File: src/rtl/parking_gate_arbiter.sv
`default_nettype none
// ============================================================================
// Module   : parking_gate_arbiter
// Brief    : Shared-lane gate controller. Arbitrates entry/exit requests,
//            tracks the car through beams a/b and keeps the occupancy count.
//            Optional statistics counters are enabled by GATE_STATS_EN.
// Revision : 1.0 - initial release
// ============================================================================
module parking_gate_arbiter #(
    parameter int OCC_W          = 4,
    parameter int CAPACITY       = 15,
    parameter int TIMEOUT_CYCLES = 64
) (
    input  logic             clk,
    input  logic             reset,
    input  logic             entry_req,
    input  logic             exit_req,
    input  logic             a,
    input  logic             b,
    output logic             gate_open,
    output logic             entry_grant,
    output logic             exit_grant,
    output logic [OCC_W-1:0] occupancy,
    output logic             full,
    output logic             empty,
    output logic             car_in,
    output logic             car_out,
    output logic             timeout
`ifdef GATE_STATS_EN
    ,
    output logic [7:0]       rejected_cnt,
    output logic [7:0]       timeout_cnt
`endif
);

    localparam int                 c_tmr_w    = $clog2(TIMEOUT_CYCLES);
    localparam logic [OCC_W-1:0]   c_cap      = OCC_W'(CAPACITY);
    localparam logic [c_tmr_w-1:0] c_tmr_last = c_tmr_w'(TIMEOUT_CYCLES - 1);

    // Bit 3 marks the exit lane so lane ownership decodes from the state alone.
    localparam logic [3:0] c_idle   = 4'b0000;
    localparam logic [3:0] c_g_in   = 4'b0001;
    localparam logic [3:0] c_in_a   = 4'b0010;
    localparam logic [3:0] c_in_ab  = 4'b0011;
    localparam logic [3:0] c_in_b   = 4'b0100;
    localparam logic [3:0] c_g_out  = 4'b1001;
    localparam logic [3:0] c_out_b  = 4'b1010;
    localparam logic [3:0] c_out_ba = 4'b1011;
    localparam logic [3:0] c_out_a  = 4'b1100;

    logic [3:0]         r_state, w_state_nxt;
    logic [c_tmr_w-1:0] r_timer, w_timer_nxt;
    logic [OCC_W-1:0]   r_occ, w_occ_nxt;
    logic               r_last_exit;
    logic               r_full, r_empty, r_gate_open, r_entry_grant, r_exit_grant;
    logic               r_car_in, r_car_out, r_timeout;
    logic               w_pass_in, w_pass_out, w_tmo, w_ent_v, w_ext_v;
    logic [1:0]         w_ab;

    assign w_ent_v = entry_req & ~r_full;
    assign w_ext_v = exit_req & ~r_empty;
    assign w_ab    = {a, b};

    always_comb begin
        w_state_nxt = r_state;
        w_pass_in   = 1'b0;
        w_pass_out  = 1'b0;
        w_tmo       = 1'b0;
        case (r_state)
            c_idle: begin
                if (w_ent_v && (!w_ext_v || r_last_exit)) w_state_nxt = c_g_in;
                else if (w_ext_v)                         w_state_nxt = c_g_out;
            end
            c_g_in: begin
                if (w_ab == 2'b10) w_state_nxt = c_in_a;
                else if (r_timer == c_tmr_last) begin
                    w_state_nxt = c_idle;
                    w_tmo       = 1'b1;
                end
            end
            c_in_a: begin
                if (w_ab == 2'b11)      w_state_nxt = c_in_ab;
                else if (w_ab == 2'b00) w_state_nxt = c_g_in;
            end
            c_in_ab: begin
                if (w_ab == 2'b01)      w_state_nxt = c_in_b;
                else if (w_ab == 2'b10) w_state_nxt = c_in_a;
            end
            c_in_b: begin
                if (w_ab == 2'b00) begin
                    w_state_nxt = c_idle;
                    w_pass_in   = 1'b1;
                end else if (w_ab == 2'b11) w_state_nxt = c_in_ab;
            end
            c_g_out: begin
                if (w_ab == 2'b01) w_state_nxt = c_out_b;
                else if (r_timer == c_tmr_last) begin
                    w_state_nxt = c_idle;
                    w_tmo       = 1'b1;
                end
            end
            c_out_b: begin
                if (w_ab == 2'b11)      w_state_nxt = c_out_ba;
                else if (w_ab == 2'b00) w_state_nxt = c_g_out;
            end
            c_out_ba: begin
                if (w_ab == 2'b10)      w_state_nxt = c_out_a;
                else if (w_ab == 2'b01) w_state_nxt = c_out_b;
            end
            c_out_a: begin
                if (w_ab == 2'b00) begin
                    w_state_nxt = c_idle;
                    w_pass_out  = 1'b1;
                end else if (w_ab == 2'b11) w_state_nxt = c_out_ba;
            end
            default: w_state_nxt = c_idle;
        endcase
    end

    // Timer only accumulates while parked in a grant state; any entry into one clears it.
    always_comb begin
        w_timer_nxt = '0;
        if ((w_state_nxt == r_state) && ((r_state == c_g_in) || (r_state == c_g_out)))
            w_timer_nxt = r_timer + 1'b1;
    end

    always_comb begin
        w_occ_nxt = r_occ;
        if (w_pass_in && (r_occ != c_cap))
            w_occ_nxt = r_occ + 1'b1;
        else if (w_pass_out && (r_occ != '0))
            w_occ_nxt = r_occ - 1'b1;
    end

    always_ff @(posedge clk) begin
        if (reset) begin
            r_state       <= c_idle;
            r_timer       <= '0;
            r_occ         <= '0;
            r_full        <= 1'b0;
            r_empty       <= 1'b1;
            r_last_exit   <= 1'b1;
            r_gate_open   <= 1'b0;
            r_entry_grant <= 1'b0;
            r_exit_grant  <= 1'b0;
            r_car_in      <= 1'b0;
            r_car_out     <= 1'b0;
            r_timeout     <= 1'b0;
        end else begin
            r_state       <= w_state_nxt;
            r_timer       <= w_timer_nxt;
            r_occ         <= w_occ_nxt;
            r_full        <= (w_occ_nxt == c_cap);
            r_empty       <= (w_occ_nxt == '0);
            r_gate_open   <= (w_state_nxt != c_idle);
            r_entry_grant <= (w_state_nxt != c_idle) && !w_state_nxt[3];
            r_exit_grant  <= w_state_nxt[3];
            r_car_in      <= w_pass_in;
            r_car_out     <= w_pass_out;
            r_timeout     <= w_tmo;
            if (r_state == c_idle && w_state_nxt == c_g_in)
                r_last_exit <= 1'b0;
            else if (r_state == c_idle && w_state_nxt == c_g_out)
                r_last_exit <= 1'b1;
        end
    end

    assign gate_open   = r_gate_open;
    assign entry_grant = r_entry_grant;
    assign exit_grant  = r_exit_grant;
    assign occupancy   = r_occ;
    assign full        = r_full;
    assign empty       = r_empty;
    assign car_in      = r_car_in;
    assign car_out     = r_car_out;
    assign timeout     = r_timeout;

`ifdef GATE_STATS_EN
    logic       r_entry_req_d;
    logic [7:0] r_rej_cnt, r_tmo_cnt;

    // A held request while full counts once, on its rising edge.
    always_ff @(posedge clk) begin
        if (reset) begin
            r_entry_req_d <= 1'b0;
            r_rej_cnt     <= '0;
            r_tmo_cnt     <= '0;
        end else begin
            r_entry_req_d <= entry_req;
            if ((r_state == c_idle) && entry_req && !r_entry_req_d && r_full && (r_rej_cnt != 8'hff))
                r_rej_cnt <= r_rej_cnt + 1'b1;
            if (w_tmo && (r_tmo_cnt != 8'hff))
                r_tmo_cnt <= r_tmo_cnt + 1'b1;
        end
    end

    assign rejected_cnt = r_rej_cnt;
    assign timeout_cnt  = r_tmo_cnt;
`endif

endmodule
`default_nettype wire

File: config.mk
export PLATFORM = sky130hd
export DESIGN_NAME = parking_gate_arbiter
export DESIGN_NICKNAME = d
export VERILOG_FILES = /design/src/rtl/parking_gate_arbiter.sv
export SDC_FILE = /design/constraint.sdc
export NUM_CORES = 1
export LEC_CHECK = 0
export CELL_PAD_IN_SITES_DETAIL_PLACEMENT = 0
export CELL_PAD_IN_SITES_GLOBAL_PLACEMENT = 1
export CORE_MARGIN = 10
export CORE_UTILIZATION = 32
export CTS_CLUSTER_DIAMETER = 120
export DETAILED_ROUTE_END_ITERATION = 16
export PLACE_DENSITY = 0.73
export REMOVE_ABC_BUFFERS = 1
export SLEW_MARGIN = 30
export SYNTH_ARGS = -nofsm -noshare
export SYNTH_HDL_FRONTEND = slang
export SYNTH_SLANG_ARGS = --single-unit
File: constraint.sdc
create_clock -name clk -period 2.8 [get_ports clk]
set_clock_uncertainty 0.15 [all_clocks]
set_input_delay 0.84 -clock clk [delete_from_list [all_inputs] [get_ports clk]]
set_output_delay 0.84 -clock clk [all_outputs]
set_load 0.01 [all_outputs]
== Yosys cells after proc, flatten, opt, wreduce, memory -nomap -nowiden ==
Cells that the tools add are included.
Storage, ports and cells
  register bits: 23
  input bits: 6
  output and inout port bits: 12
  word-level logic and storage cells: 84
Cells by class
  add/sub/neg operators: 3
  equal/unequal tests: 17
  mux-type cells: 29
  bitwise operators: 5
  reduce and logical (&&, ||, !) cells: 18
Operators with widths (number)
  $mux 4: 19
  $pmux 4 s9: 1
  $eq 4x4->1 const B: 6
  $eq 4x1->1 const B: 2
  $eq 4x2->1 const B: 2
  $logic_not 4->1: 2
  $mux 1: 8
  $reduce_bool 4->1: 2
  $logic_and 1x1->1: 7
  $add 6x1->6 const B: 1
  $eq 6x6->1 const B: 1
  $add 4x1->4 const B: 1
  $eq 2x2->1 const B: 2
  $eq 4x3->1 const B: 1
  $eq 4x4->1: 1
  $ne 4x4->1 const B: 1
  $sub 4x1->4 const B: 1
  $not 1->1: 3
  $and 1x1->1: 2
  $eq 2x1->1 const B: 1
  $logic_not 1->1: 2
  $logic_not 2->1: 1
  $logic_or 1x1->1: 2
  $pmux 1 s2: 1
  other kinds (2): 2

== Depth between registers and ports, before layout ==
  depth in word-level cells: 11
  gate-level depth with buffers: 7
  depth with buffers taken out: 7

== Worst setup path after synthesis ==
No wires, ideal clock.
  path type: in2reg
  from: input port a
  to: register r_full, in the netlist full
  library setup time: 0.092 ns
  arrival: 2.255 ns
  required time: 2.558 ns
  slack: 0.303 ns
  stages on the path: 6
  buffers on the path: 1
  cells stage by stage: clkbuf_1 or2_1 a2111o_1 xnor2_1 or2_2 nor4_1
On the way
  longest elaborated chain between the ends: 7
  elaborated cells between the ends (all ways): 9
  classes of those cells: 1 x eq/ne; 5 x mux; 3 x reduce/logical
Ends and longest elaborated chain
  start: declaration: RTL line 18  | input logic a,
  $logic_not 2->1 *: RTL line 90, 111
  $mux 1 *: RTL line 90, 111
  $mux 1: RTL line 69  | case (r_state)
  $logic_and 1x1->1: RTL line 131  | else if (w_pass_out && (r_occ != '0))
  $mux 4: RTL line 131
  $mux 4 *: RTL line 129  | if (w_pass_in && (r_occ != c_cap))
  $eq 4x4->1 *: RTL line 153  | r_full <= (w_occ_nxt == c_cap);
  end signal: assignment: RTL line 153
  end: declaration: RTL line 55  | logic r_full, r_empty, r_gate_open, r_entry_grant, r_exit_grant;
Every way passes the cells marked *; elsewhere a longest branch is shown, timed or not.
A chain may end at the register's enable or synchronous reset.

== Worst setup path after layout ==
  from: input port b
  to: register r_full, in the netlist full
On the way
  longest elaborated chain between the ends: 7
  elaborated cells between the ends (all ways): 9
  classes of those cells: 1 x eq/ne; 5 x mux; 3 x reduce/logical
Ends and longest elaborated chain
  start: declaration: RTL line 19  | input logic b,
  $logic_not 2->1 *: RTL line 90, 111
  $mux 1 *: RTL line 90, 111
  $mux 1: RTL line 69
  $logic_and 1x1->1: RTL line 131
  $mux 4: RTL line 131
  $mux 4 *: RTL line 129
  $eq 4x4->1 *: RTL line 153
Marks and branches as above.

==> flow_metrics.env <==
export IMPL_cts_buffers=3
export IMPL_synth_top_area_share_pct=35.56
export IMPL_finalHoldViolCount=0
export IMPL_slew_headroom_pct=68.08
export IMPL_synth_cells=150
export IMPL_swShare_pct=20.62
export IMPL_cts_tree="built"
export IMPL_syn_area_mm2=0.001239
export IMPL_fillers=393
export IMPL_synth_seq_cells=22
export IMPL_layout_commonest_cell="dfxtp_1"
export IMPL_antenna_cells=0
export IMPL_fmax_mhz=384.0
export IMPL_wirelength_mm=2.964
export IMPL_slowest_stage="clkdlybuf4s50_1"
export IMPL_p_total_mw=0.6939
export IMPL_setup_tns_ns=0
export IMPL_die_w_um=82.22
export IMPL_via_per_inst=5.228
export IMPL_worst_pin_slew_ns=0.4782
export IMPL_grt_pass1_wl_mm=4.940
export IMPL_place_congestion=0.8223
export IMPL_die_h_um=82.22
export IMPL_async_flop_share_pct=0
export IMPL_start_util_pct=33.58
export IMPL_grt_overflow_total=0
export IMPL_dieArea_mm2=0.006759
export IMPL_powerDensity_mw_per_mm2=444.8
export IMPL_cp_slowest_stage_delay_ns=0.47
export IMPL_drc=0
export IMPL_power_frac_seq_pct=47.1
export IMPL_ant_nets=0
export IMPL_avgSynthCellArea_um2=8.258
export IMPL_rsz0062_at_grt="no"
export IMPL_status="finished, final reports clean"
export IMPL_end_kind="register"
export IMPL_cts_sinks=22
export IMPL_yosysUniqueCellTypes=48
export IMPL_cp_start_kind="primary input"
export IMPL_r2r_start="occupancy[0]$_SDFF_PP0_"
export IMPL_leakage_nw=0.5625
export IMPL_drt_iter0_drc=90
export IMPL_timing_final_crit_share_pct=93.01
export IMPL_multi_input_area_um2=716.9
export IMPL_pin_count=18
export IMPL_reg2reg_to="full$_SDFF_PP0_"
export IMPL_area_growth_pct=25.96
export IMPL_cts_root_buf="clkbuf_8"
export IMPL_io_buffers=17
export IMPL_rr_worst_depth=7
export IMPL_clk_pin_slew_ns=0.08
export IMPL_drv_cap=0
export IMPL_ir_drop_mv=0.3171
export IMPL_ys_seq_area_share_pct=35.56
export IMPL_track_usage_pct=9.051
export IMPL_critPathMaxFanout=5
export IMPL_post_cts_resized=0
export IMPL_wire_per_inst_um=13.53
export IMPL_rrSetupSlack_ns=0.45
export IMPL_grt_start_max_net_pins=14
export IMPL_core_mm2=0.003689
export IMPL_num_vias=1145
export IMPL_yosysTopAreaCell="dfxtp_1"
export IMPL_required_ns=2.82
export IMPL_clk_latency_ns=0.26
export IMPL_period_minus_slack_ns=2.604
export IMPL_cts_setup_buffers=0
export IMPL_holdPathEnd="r_timer[0]$_SDFF_PP0_"
export IMPL_path_cells="clkdlybuf4s50_1 > or2_1 > a2111o_1 > xnor2_1 > or2_2 > nor4_1"
export IMPL_row_count=22
export IMPL_drv_slew=0
export IMPL_dr_pass1_iters=7
export IMPL_ys_top_cells_by_area="dfxtp_1, nor2_1, nor2b_1"
export IMPL_most_common_layout_cells="dfxtp_1, nor2_1, clkdlybuf4s50_1"
export IMPL_h_tree_depth=1
export IMPL_pwr_share_comb_pct=10.7
export IMPL_ys_warn_count=0
export IMPL_dp_hpwl_mm=2.275
export IMPL_critPathKind="primary input to register"
export IMPL_layout_drive_gt1_share_pct=11.70
export IMPL_worstHoldStart="r_timer[0]$_SDFF_PP0_"
export IMPL_seqCellArea_um2=440.4
export IMPL_setup_violations=0
export IMPL_fin_nets=181
export IMPL_grt_pass1_vias=1076
export IMPL_switchingPower_mw=0.1431
export IMPL_ys_flop_type="dfxtp_1"
export IMPL_p_clk_share_pct=42.2
export IMPL_p_int_mw=0.5509
export IMPL_holdPathStages=1
export IMPL_hold_path_class="register to register"
export IMPL_postCtsHoldBufs=0
export IMPL_cp_arrival_ns=2.62
export IMPL_synth_edff_count=0
export IMPL_clockBufferDepth=2
export IMPL_antenna_found_initial=0
[Yosys cell counts (2+ instances only)]
cell type  number
inv_1           9
clkbuf_1        3
xnor2_1         2
nor2_1         21
o21ai_0         6
nand2_1         7
a31oi_1         3
buf_2           5
nand3_1         6
xor2_1          3
dfxtp_1        22
or3b_1          2
nor3_1          5
a21oi_1         4
nor3b_1         2
nor4_1          3
nor2b_1        10
ha_1            3
o221ai_1        2
o211ai_1        4
[power by group through the flow]
stage | Combinational (mW) | Sequential [mW] | Clock [mW]
floorplan | 0.0335 | 0.335 | 0
global placement | 0.0737 | 0.334 | 0
detailed placement | 0.0741 | 0.335 | 0
CTS | 0.0743 | 0.327 | 0.303
global route | 0.0814 | 0.329 | 0.315
finish | 0.0742 | 0.327 | 0.293
[state kept, by name, indices dropped and copies added, names as in the netlist]
register     flops
full             1
r_last_exit      1
gate_open        1
timeout          1
r_state          4
empty            1
car_in           1
entry_grant      1
r_timer          6
occupancy        4
car_out          1
[stage by stage]
stage	worst slack (ns)	std cells	util (%)	area (um2)	hold WS [ns]
after global routing	0.08842	219	42.30	1560	0.3514
after CTS	0.1909	219	42.30	1560	0.3272
after global placement	-0.01729	215	40.37	1489	0.2989
final	0.1957	219	42.30	1560	0.3242
after floorplan	0.4670	141	-	1191	0.2801
after detailed placement	-0.06799	215	40.37	1489	0.3068
[logic make-up after synthesis]
logic type	Yosys count	share of synthesized area [%]
simple gates	69	30.81
compound gates	30	17.98
flops	22	35.56
buf+inv	18	6.565
xor+xnor	5	3.536
fa+ha+maj	4	3.839
mux	2	1.717
[how the worst max path moves through the flow]
stage,slack (ns),to,depth (start not counted),start
2_1_floorplan,0.47,full$_SDFF_PP0_,5,b
3_5_place_dp,-0.07,full$_SDFF_PP0_,6,b
5_1_grt,0.09,full$_SDFF_PP0_,6,b
4_1_cts,0.19,full$_SDFF_PP0_,6,b
6_report,0.20,full$_SDFF_PP0_,6,b
3_3_place_gp,-0.02,entry_grant$_SDFF_PP0_,8,a
[layer usage]
layer | routed length, um | share of wire, % | global-route usage, %
met4 | 21 | 0.71 | 2.721
met3 | 241 | 8.1 | 3.672
met2 | 1240 | 42 | 13.84
met5 | 0 | 0 | 0
met1 | 1460 | 49 | 11.38
[worst max-delay path: cells and delay by family]
family          cells  cell delay (ns)
simple gates        3             0.78
buf+inv             1             0.47
compound gates      1             0.39
xor+xnor            1             0.14
[final cells by class]
| type | instances | area share, % |
|---|---|---|
| clock inverter | 1 | 1.925 |
| inverter | 9 | 2.165 |
| clock buffer | 3 | 2.646 |
| tap | 48 | 3.849 |
| timing repair buffer | 26 | 15.24 |
| sequential | 22 | 28.23 |
| multi-input combinational | 110 | 45.95 |
(Power assumes the default switching activity.)
